[src/rtl/add_pipe_vr.sv]
// Parametrised valid/ready adder pipeline: p1 holds operands, p2 the sum, p3..pSTAGES delay copies.
// Empty stages always load, so bubbles collapse under back-pressure; in_ready is combinational.
module add_pipe_vr #(
    parameter int WIDTH  = 32,
    parameter int STAGES = 2,
    parameter int CW     = $clog2(STAGES + 1)
) (
    input  logic             clk,
    input  logic             rst,
    input  logic             in_valid,
    output logic             in_ready,
    input  logic [WIDTH-1:0] x,
    input  logic [WIDTH-1:0] y,
    output logic             out_valid,
    input  logic             out_ready,
    output logic [WIDTH-1:0] out,
    output logic             carry,
    output logic [CW-1:0]    count
);

    logic [STAGES:1] v;
    logic [STAGES:1] adv;
    logic [WIDTH-1:0] xr;
    logic [WIDTH-1:0] yr;
    logic [WIDTH:0]   d [2:STAGES];
    logic [WIDTH:0]   sum_w;
    logic             acc_in;
    logic             acc_out;

    assign sum_w = {1'b0, xr} + {1'b0, yr};

    // A stage advances if the consumer takes data or any stage at or below it is empty.
    always_comb begin
        logic a;
        a   = out_ready;
        adv = '0;
        for (int k = STAGES; k >= 1; k--) begin
            a      = a || !v[k];
            adv[k] = a;
        end
    end

    assign in_ready  = adv[1] && !rst;
    assign acc_in    = in_valid && in_ready;
    assign acc_out   = v[STAGES] && out_ready;
    assign out_valid = v[STAGES];
    assign out       = d[STAGES][WIDTH-1:0];
    assign carry     = d[STAGES][WIDTH];

    always_ff @(posedge clk or posedge rst) begin
        if (rst) begin
            v     <= '0;
            xr    <= '0;
            yr    <= '0;
            count <= '0;
            for (int k = 2; k <= STAGES; k++) begin
                d[k] <= '0;
            end
        end else begin
            if (adv[1]) begin
                v[1] <= in_valid;
                xr   <= x;
                yr   <= y;
            end
            if (adv[2]) begin
                v[2] <= v[1];
                d[2] <= sum_w;
            end
            for (int k = 3; k <= STAGES; k++) begin
                if (adv[k]) begin
                    v[k] <= v[k-1];
                    d[k] <= d[k-1];
                end
            end
            if (acc_in && !acc_out) begin
                count <= count + CW'(1);
            end else if (acc_out && !acc_in) begin
                count <= count - CW'(1);
            end
        end
    end

endmodule
[config.mk]
export PLATFORM = sky130hd
export DESIGN_NAME = add_pipe_vr
export DESIGN_NICKNAME = d
export VERILOG_FILES = /design/src/rtl/add_pipe_vr.sv
export SDC_FILE = /design/constraint.sdc
export NUM_CORES = 1
export LEC_CHECK = 0
export ABC_CLOCK_PERIOD_IN_PS = 7100
export CAP_MARGIN = 20
export CORE_MARGIN = 2
export CORE_UTILIZATION = 30
export DETAILED_ROUTE_END_ITERATION = 6
export PLACE_DENSITY = 0.56
export REMOVE_ABC_BUFFERS = 1
export SYNTH_ARGS = -nofsm -noshare
export SYNTH_HDL_FRONTEND = slang
export SYNTH_SLANG_ARGS = --single-unit
export TNS_END_PERCENT = 1
[constraint.sdc]
create_clock -name clk -period 7.1 [get_ports clk]
set_clock_uncertainty 0.1 [all_clocks]
set_input_delay 1.42 -clock clk [delete_from_list [all_inputs] [get_ports clk]]
set_output_delay 1.42 -clock clk [all_outputs]
set_load 0.05 [all_outputs]
==> results.txt <==
R2r startpoint: xr[0]
Die area: 19600 µm²
Count of cell types in the netlist: 55
Register bit total from synthesis: 101
DR iter-0 viols: 203
Worst setup SP type: input port
Pin count of the biggest net entering global routing: 52
Most frequent cells in the layout: 104 x clkdlybuf4s50_1, 101 x dfrtp_1, 64 x mux2_2
Final setup viols: 0
Ys Warns: 0
Max FO, Critical Path: 40
Synth Instances: 521
Cts hold-fix bufs: 0
Max Transition Viols Final: 0
EDFF count, synth: 0
Worst Max-Slew Pin Slew: 698.9 ps
Finished Layout Cells: 852
Most used cell, CP: clkdlybuf4s50_1
Buffers on Ports: 104
Initial Util: 0.3078
Peak Freq: 0.2080 GHz
# IOs: 105
Clk root buf: clkbuf_16
GRT overflow: 0
Number of max-cap violations: 0
Crit end category: output port
Cell Pwr Density: 310.2 nW/µm²
# resized after CTS: 0
Row count: 49
Sequential cell area: 2527 µm²
Filler instances: 1780
Fin crit share: 0.6772
Post-CTS setup buffer count: 0
Slowest CP cell: clkdlybuf4s50_1
Clk slew on worst S/H paths: 60 ps
Via count: 4220
Cell Chain, Critical Path: clkdlybuf4s50_1 -> nor2b_2 -> buf_4 -> a21oi_1 -> clkdlybuf4s50_1
Arrival time at the worst endpoint: 3290 ps
Hold Crit Class: reg -> reg
CTS tree: yes
Synth Flop Type: dfrtp_1
Core area: 18020 µm²
Final ANT Viol Nets: 0
Synth async-reset ratio: 1.000
Commonest non-fill, non-tap cell in the layout: clkdlybuf4s50_1
Global placer's final weighted congestion: 0.8095
Reg2Reg Setup Slack: 4320 ps
Final Hold Viols: 0
Lkg Pwr: 2.995 nW
Required @ worst endpoint: 5580 ps
Slowest stage delay, CP: 820 ps
Mapped cell area: 5548 µm²
TritonCTS Buffers: 9
Clock latency on the worst-skew pair: 350 ps
Post-layout nets: 721
Slew HR: 0.5324
Antenna Cells: 0
Area of the multi-input gates: 2898 µm²
Unrepaired setup endpoints after global routing: no
Worst Setup SP: out_ready
Post-synthesis sequential area ratio: 0.4556
Mean area per synthesized cell: 10.65 µm²
Layout cells sized above 1: 0.1605
Via/cell ratio: 4.953
Drt wl/cell: 15.57 µm
Antenna violations before repair: 0
CTS Buffer Depth: 2
All-Layer GR Usage: 0.1409
VDD IR max: 0.0001289 V
Depth of the CTS H-tree: 3
Syn-to-layout area delta: 27.90%
Clock sink count: 101
Die width: 140.0 µm
Cells after DPL: 837
DR pass1 iterations: 4
Worst hold start: count[1]
Vias in the first global route: 4361
Status: completed
Crit Path Class: in -> out
Final Critical Period: 4808 ps
Die height: 140.0 µm
Routed wire length: 13.27 mm
First-pass GRT wire length: 21.99 mm
Drc violations: 0
Setup TNS: 0 ps
Final HPWL DP: 9.917 mm
==> critical path, delay by kind of cell <==
| kind | cells | cell delay, ps |
|---|---|---|
| buf+inv | 3 | 1580 |
| compound gates | 1 | 230 |
| simple gates | 1 | 50 |
==> logic make-up after synthesis <==
kind of cell | synth area share
AO/OA/AOI/OAI | 0.1631
AND/OR/NAND/NOR | 0.1071
flip-flops | 0.4556
multiplexers | 0.1353
adder cells (fa/ha/maj) | 0.07803
buffers and inverters | 0.02300
XOR/XNOR | 0.03789
==> state kept, by name (all words and copies together) (netlist names) <==
name / count
xr: 32
yr: 32
v: 2
d: 33
count: 2
==> cell type report <==
cell class                      instances  share of cell area
Sequential cell                       101              0.3562
Tap cell                              229             0.04038
Timing Repair Buffer                  108              0.1509
Multi-Input combinational cell        394              0.4084
Clock buffer                           11             0.03421
Clock inverter                          4            0.006877
Inverter                                5            0.002998
==> power by group <==
group,switching [mW],total (mW),internal (mW)
registers,0.0721,0.759,0.687
clock network,0.211,0.492,0.280
logic,0.588,0.950,0.361
==> final timing paths <==
| check | end | cells after the start |
|---|---|---|
| setup / recovery | in_ready | 5 |
| hold / removal | count[1] | 1 |
| setup reg to reg | d[18] | 9 |
| hold reg to reg | count[1] | 1 |
| max in group asynchronous | d[1] | 3 |
| min in group asynchronous | v[1] | 2 |
==> Yosys cell counts, types with 3 or more instances <==
library cell,instances,share of area
a211oi_1,9,0.012
a21o_1,17,0.023
a21oi_1,47,0.042
and3_1,3,0.0034
buf_2,7,0.0063
buf_4,3,0.0041
clkbuf_1,7,0.0047
dfrtp_1,101,0.46
ha_1,33,0.074
inv_1,5,0.0034
mux2_2,64,0.13
mux2i_1,3,0.0054
nand2_1,51,0.035
nand2b_1,4,0.0045
nand3_1,7,0.0063
nand4_1,7,0.0079
nor2_1,45,0.030
nor3_1,6,0.0054
o211ai_1,4,0.0054
o21a_1,4,0.0054
o21ai_0,23,0.021
o21ai_1,5,0.0045
o21bai_1,3,0.0041
xnor2_1,10,0.016
xor2_1,14,0.022
==> metrics by stage <==
| stage | hold slack [ps] | area [µm²] | setup WS [ps] | util | total power, mW |
|---|---|---|---|---|---|
| floorplan | 357.1 | 5439 | 1905 | - | 1.412 |
| detailed placement | 360.4 | 6804 | 2272 | 0.3775 | 1.724 |
| global placement | 355.4 | 6804 | 2291 | 0.3775 | 1.710 |
| global route | 386.2 | 7096 | 2221 | 0.3937 | 2.324 |
| finish | 370.4 | 7096 | 2292 | 0.3937 | 2.201 |
| CTS | 373.0 | 7096 | 2256 | 0.3937 | 2.228 |
==> per-layer routing <==
layer  part of all wire  GRT usage  vias to the layer above
li1                   -          -                     2075
met2               0.45     0.2123                       93
met4              0.036    0.08000                        0
met3              0.056    0.03863                       26
met5                  0          0                        -
met1               0.46     0.1828                     2026
Power figures use the tool's default switching activity.
==> edit 1: new RTL, config.mk and constraints unchanged <==
`STAGES`: 2 -> 4.
--- a/src/rtl/add_pipe_vr.sv
+++ b/src/rtl/add_pipe_vr.sv
@@ -3,5 +3,5 @@
 module add_pipe_vr #(
     parameter int WIDTH  = 32,
-    parameter int STAGES = 2,
+    parameter int STAGES = 4,
     parameter int CW     = $clog2(STAGES + 1)
 ) (
Interface: changed (resized count); port bits go from 105 to 106. No check against the original RTL was run, so the function may have changed too.
==> edit 1 against the unedited design <==
Total power grew 69%. Routed wire length grew 26%. Cell area grew 40%. Area after synthesis grew 47%. Setup slack lost 0.28 ns. Fmax shrank 5.5%. Synthesized cell count grew 30%. Hold slack lost 0.0085 ns. Sequential cell count grew 69.
==> edit 1: results (changes against the unedited design) <==
stage;metric;value;unit;change
power;Leak Pwr;4.176;nW;+39%
cts;later-pin clock latency in the skew report;0.43;ns;+0.08 ns
cts;TritonCTS buffer count;17;;+8
power;Worst VDD drop;0.1522;mV;+18%
final_layout;Finished Layout Cells;1106;;+30%
critical_path;r2r worst-path depth;10;;+1
global_route;GRT Util Overall;0.1221;;-0.01881
global_route;first-pass GRT wire length;27370;µm;+24%
final_layout;Fill cells;2575;;+45%
logic_synthesis;synth cell count leaders;170 x dfrtp_1, 131 x mux2_2, 49 x a21oi_1;;
logic_synthesis;Mapped Avg Cell Area;12.03;µm²;+13%
route;vias per cell;4.602;;-7.1%
logic_synthesis;synth unique cells;50;;-9.1%
final_layout;Layout Nets;855;;+19%
timing;Worst-Margin Slew;0.8552;ns;+0.1563 ns
critical_path;Critical Path AT;3.57;ns;+0.28 ns
route;Routed WL;16730;µm;+26%
cts;H-tree Lvls;4;;+1
placed_design;I/O Buffers;105;;+0.96%
global_route;largest net degree at the start of global routing;80;;+54%
run_status;status;finished clean;;
critical_path;CP max FO;37;;-7.5%
logic_synthesis;Seq/Total Area, Yosys;0.5216;;+0.06606
route;Initial DRC Count;225;;+11%
final_layout;share of cells above drive strength 1;0.2353;;+0.07478
logic_synthesis;synth top area cells;dfrtp_1 52%, mux2_2 18%, ha_1 5.1%, a21oi_1 3.0%, buf_4 2.9%;;
placed_design;Final HPWL DP;11890;µm;+20%
final_layout;Largest register FFs;66;;+100%
edit 1: cell types whose count changed in the layout (fill, tap and decap cells not counted), moves of 4 or more:
cell / change
a211oi_1: -5
a21o_1: -7
a31oi_1: +4
clkbuf_16: +8
dfrtp_1: +69
inv_1: +7
mux2_2: +67
nand2_1: -11
xnor2_1: +6
edit 1: metrics by stage:
| stage | utilization | total power, W | area [µm²] | setup WS (ns) |
|---|---|---|---|---|
| floorplan | - | 0.002354 | 7812 | 0.9766 |
| CTS | 0.3714 | 0.003765 | 9953 | 1.994 |
| global placement | 0.3492 | 0.002779 | 9358 | 2.024 |
| finish | 0.3714 | 0.003714 | 9953 | 2.011 |
| detailed placement | 0.3492 | 0.002804 | 9358 | 2.003 |
| global route | 0.3714 | 0.003926 | 9953 | 1.912 |
edit 1: worst max-delay path, delay by kind of cell:
kind | cells | cell delay [ns]
AOI/OAI and AO/OA | 1 | 0.19
buffers and inverters | 3 | 1.64
and+or+nand+nor | 2 | 0.32
edit 1: power by group:
part           switching [W]  internal (W)  total (W)
clock network       0.000383      0.000564   0.000947
logic               0.000759      0.000557    0.00132
registers           0.000173       0.00128    0.00145
total                0.00132       0.00240    0.00371
edit 1: cells by family (layout without fill, tap and decap cells):
group                    count (synthesis)  in the layout  synth area share
AND/OR/NAND/NOR                        125            125           0.07027
XOR/XNOR                                27             27           0.02900
AO/OA/AOI/OAI                          120            120           0.09390
multiplexers                           132            132            0.1821
flip-flops                             170            170            0.5216
adder cells (fa/ha/maj)                 35             35           0.05554
buffers and inverters                   69            156           0.04756
edit 1: per-layer routing:
| metal | wire [µm] | up-vias | GRT usage |
|---|---|---|---|
| met1 | 8725 | 2478 | 0.1772 |
| met3 | 535 | 11 | 0.03156 |
| met2 | 7296 | 77 | 0.1789 |
| met4 | 168 | 0 | 0.03598 |
| met5 | 0 | - | 0 |
| li1 | - | 2524 | - |
edit 1: area by class of cell:
class | count | share of cell area
Clock buffer | 21 | 0.04525
Clock inverter | 11 | 0.01458
Inverter | 12 | 0.005028
Multi-Input combinational cell | 439 | 0.3540
Sequential cell | 170 | 0.4274
Tap cell | 341 | 0.04287
Timing Repair Buffer | 112 | 0.1109
edit 1: final timing paths:
check,start,slack (ns),end
hold reg to reg,count[2],0.36,count[2]
setup / recovery,out_ready,2.01,in_ready
max in group asynchronous,rst,4.18,xr[9]
hold / removal,count[2],0.36,count[2]
setup reg to reg,xr[0],4.02,d[94]
min in group asynchronous,rst,1.45,v[3]
==> edit 2: new RTL, config.mk and constraints unchanged <==
Made on the original files. Put one more register stage on the output `count`, cleared by the reset. The value now appears one clock later. The other outputs are not delayed to match.
--- a/src/rtl/add_pipe_vr.sv
+++ b/src/rtl/add_pipe_vr.sv
@@ -18,4 +18,6 @@
     output logic [CW-1:0]    count
 );
+
+    logic [CW-1:0] count_s0;
 
     logic [STAGES:1] v;
@@ -53,5 +55,5 @@
             xr    <= '0;
             yr    <= '0;
-            count <= '0;
+            count_s0 <= '0;
             for (int k = 2; k <= STAGES; k++) begin
                 d[k] <= '0;
@@ -74,10 +76,18 @@
             end
             if (acc_in && !acc_out) begin
-                count <= count + CW'(1);
+                count_s0 <= count_s0 + CW'(1);
             end else if (acc_out && !acc_in) begin
-                count <= count - CW'(1);
+                count_s0 <= count_s0 - CW'(1);
             end
         end
     end
 
+    always_ff @(posedge clk or posedge rst) begin
+        if (rst) begin
+            count <= '0;
+        end else begin
+            count <= count_s0;
+        end
+    end
+
 endmodule
Function: changed (Yosys sat finds a counterexample within 4 cycles, from zero or initial values and one cycle with rst high).
==> edit 2 against the unedited design <==
Count of clock-buffer cells in the layout down 1. Setup slack worse by 0.0055 ns. Cell area up 4.2%. Area after synthesis up 6.7%. Total power up 3.3%. Routed wire length up 14%. First-iteration DRC count down 1.5%. Sequential cell count up 2. Largest power group unchanged. Highest routed layer unchanged.
==> edit 2: results (changes against the unedited design) <==
stage;metric;value;unit;change
critical_path;r2r worst-path depth;8;;-1
route;Pre-antenna DRT Iters;5;;+1
logic_synthesis;synth cell count leaders;103 x dfrtp_1, 64 x mux2_2, 62 x nand2_1;;
final_layout;Layout Nets;756;;+4.9%
global_route;met1 Usage GRT;0.2059;;+0.02309
worst_hold_path;Hold Path End;count[1];;
route;metal2 WL;6796;µm;+15%
route;Vias;4652;;+10%
placed_design;GPL Wtd Cong;0.8112;;+0.21%
final_layout;share of cells above drive strength 1;0.1522;;-0.008307
global_route;largest net degree at the start of global routing;68;;+31%
global_route;met3 Track Usage GR;0.02517;;-0.01347
global_route;first-pass GRT wire length;24270;µm;+10%
worst_hold_path;Hold WC Path Type;reg2reg;;
power;seq pwr;0.000779;W;+3%
power;Comb power;0.000972;W;+2.3%
power;switching power;0.0009028;W;+3.5%
power;Leak Pwr;3.001;nW;+0.20%
critical_path;R2R Setup Slk;4.22;ns;-0.10 ns
worst_hold_path;hold path cells;0;;-1
placed_design;Final HPWL DP;11120;µm;+12%
critical_path;Reg-to-Reg End;d[30];;
global_route;M2 GR Usage;0.2352;;+0.02290
final_layout;Fill cells;1940;;+9.0%
power;Worst VDD drop;0.1185;mV;-8.0%
worst_hold_path;hold_sp;count_s0[1];;
global_route;GRT Util Overall;0.1498;;+0.008866
timing;Rel. slew slack;0.4117;;-0.1208
route;drt wl/cell;16.44;µm;+5.6%
critical_path;CP max FO;39;;-2.5%
global_route;vias in the first global route;4766;;+9.3%
route;routed wl met3;787;µm;+5.9%
route;wl on met1;7259;µm;+18%
run_status;status;finished clean;;
logic_synthesis;synth top area cells;dfrtp_1 44%, mux2_2 12%, ha_1 7.0%, a21oi_1 4.0%, nand2_1 3.9%;;
route;Initial DRC Count;200;;-1.5%
logic_synthesis;synth unique cells;63;;+15%
final_layout;# diodes;0;;unchanged
edit 2: changes by cell type after synthesis, moves of 6 or more:
| cell | change |
|---|---|
| nand2_1 | +11 |
| a21o_1 | -10 |
| xor2_1 | -9 |
| buf_6 | +7 |
| clkbuf_1 | +7 |
| buf_2 | -6 |
| nor3_1 | +6 |
edit 2: final cells by class:
class / instances / area, µm² / area share
clock buffers: 10 / 229.0 / 0.03098
repair buffers: 108 / 1071 / 0.1449
flip-flops and latches: 103 / 2577 / 0.3487
inverters: 6 / 25.02 / 0.003385
multi-input cells: 426 / 3085 / 0.4174
clock inverters: 4 / 72.57 / 0.009817
well taps: 265 / 331.6 / 0.04485
edit 2: worst max path at each step:
stage,slack [ns],cells after the start,to
floorplan,1.96,3,xr[0]
global placement,2.29,5,in_ready
finish,2.29,5,in_ready
detailed placement,2.27,5,in_ready
global route,2.21,5,in_ready
CTS,2.27,5,in_ready
edit 2: kinds of logic after synthesis:
logic type               count (synthesis)  share of synthesized area
AND/OR/NAND/NOR                        157                     0.1209
flip-flops                             103                     0.4355
multiplexers                            71                     0.1336
adder cells (fa/ha/maj)                 34                    0.07315
buffers and inverters                   39                    0.04440
AO/OA/AOI/OAI                          148                     0.1687
XOR/XNOR                                16                    0.02368
edit 2: stage by stage:
step           setup slack [ns]  hold slack (ns)  cell area, µm²  instances    util
2_1_floorplan             1.962           0.2718            5678        535       -
3_3_place_gp              2.289           0.2817            7091        908  0.3655
3_5_place_dp              2.270           0.2866            7091        908  0.3655
4_1_cts                   2.271           0.3037            7392        922  0.3811
5_1_grt                   2.208           0.3195            7392        922  0.3811
6_report                  2.286           0.3073            7392        922  0.3811
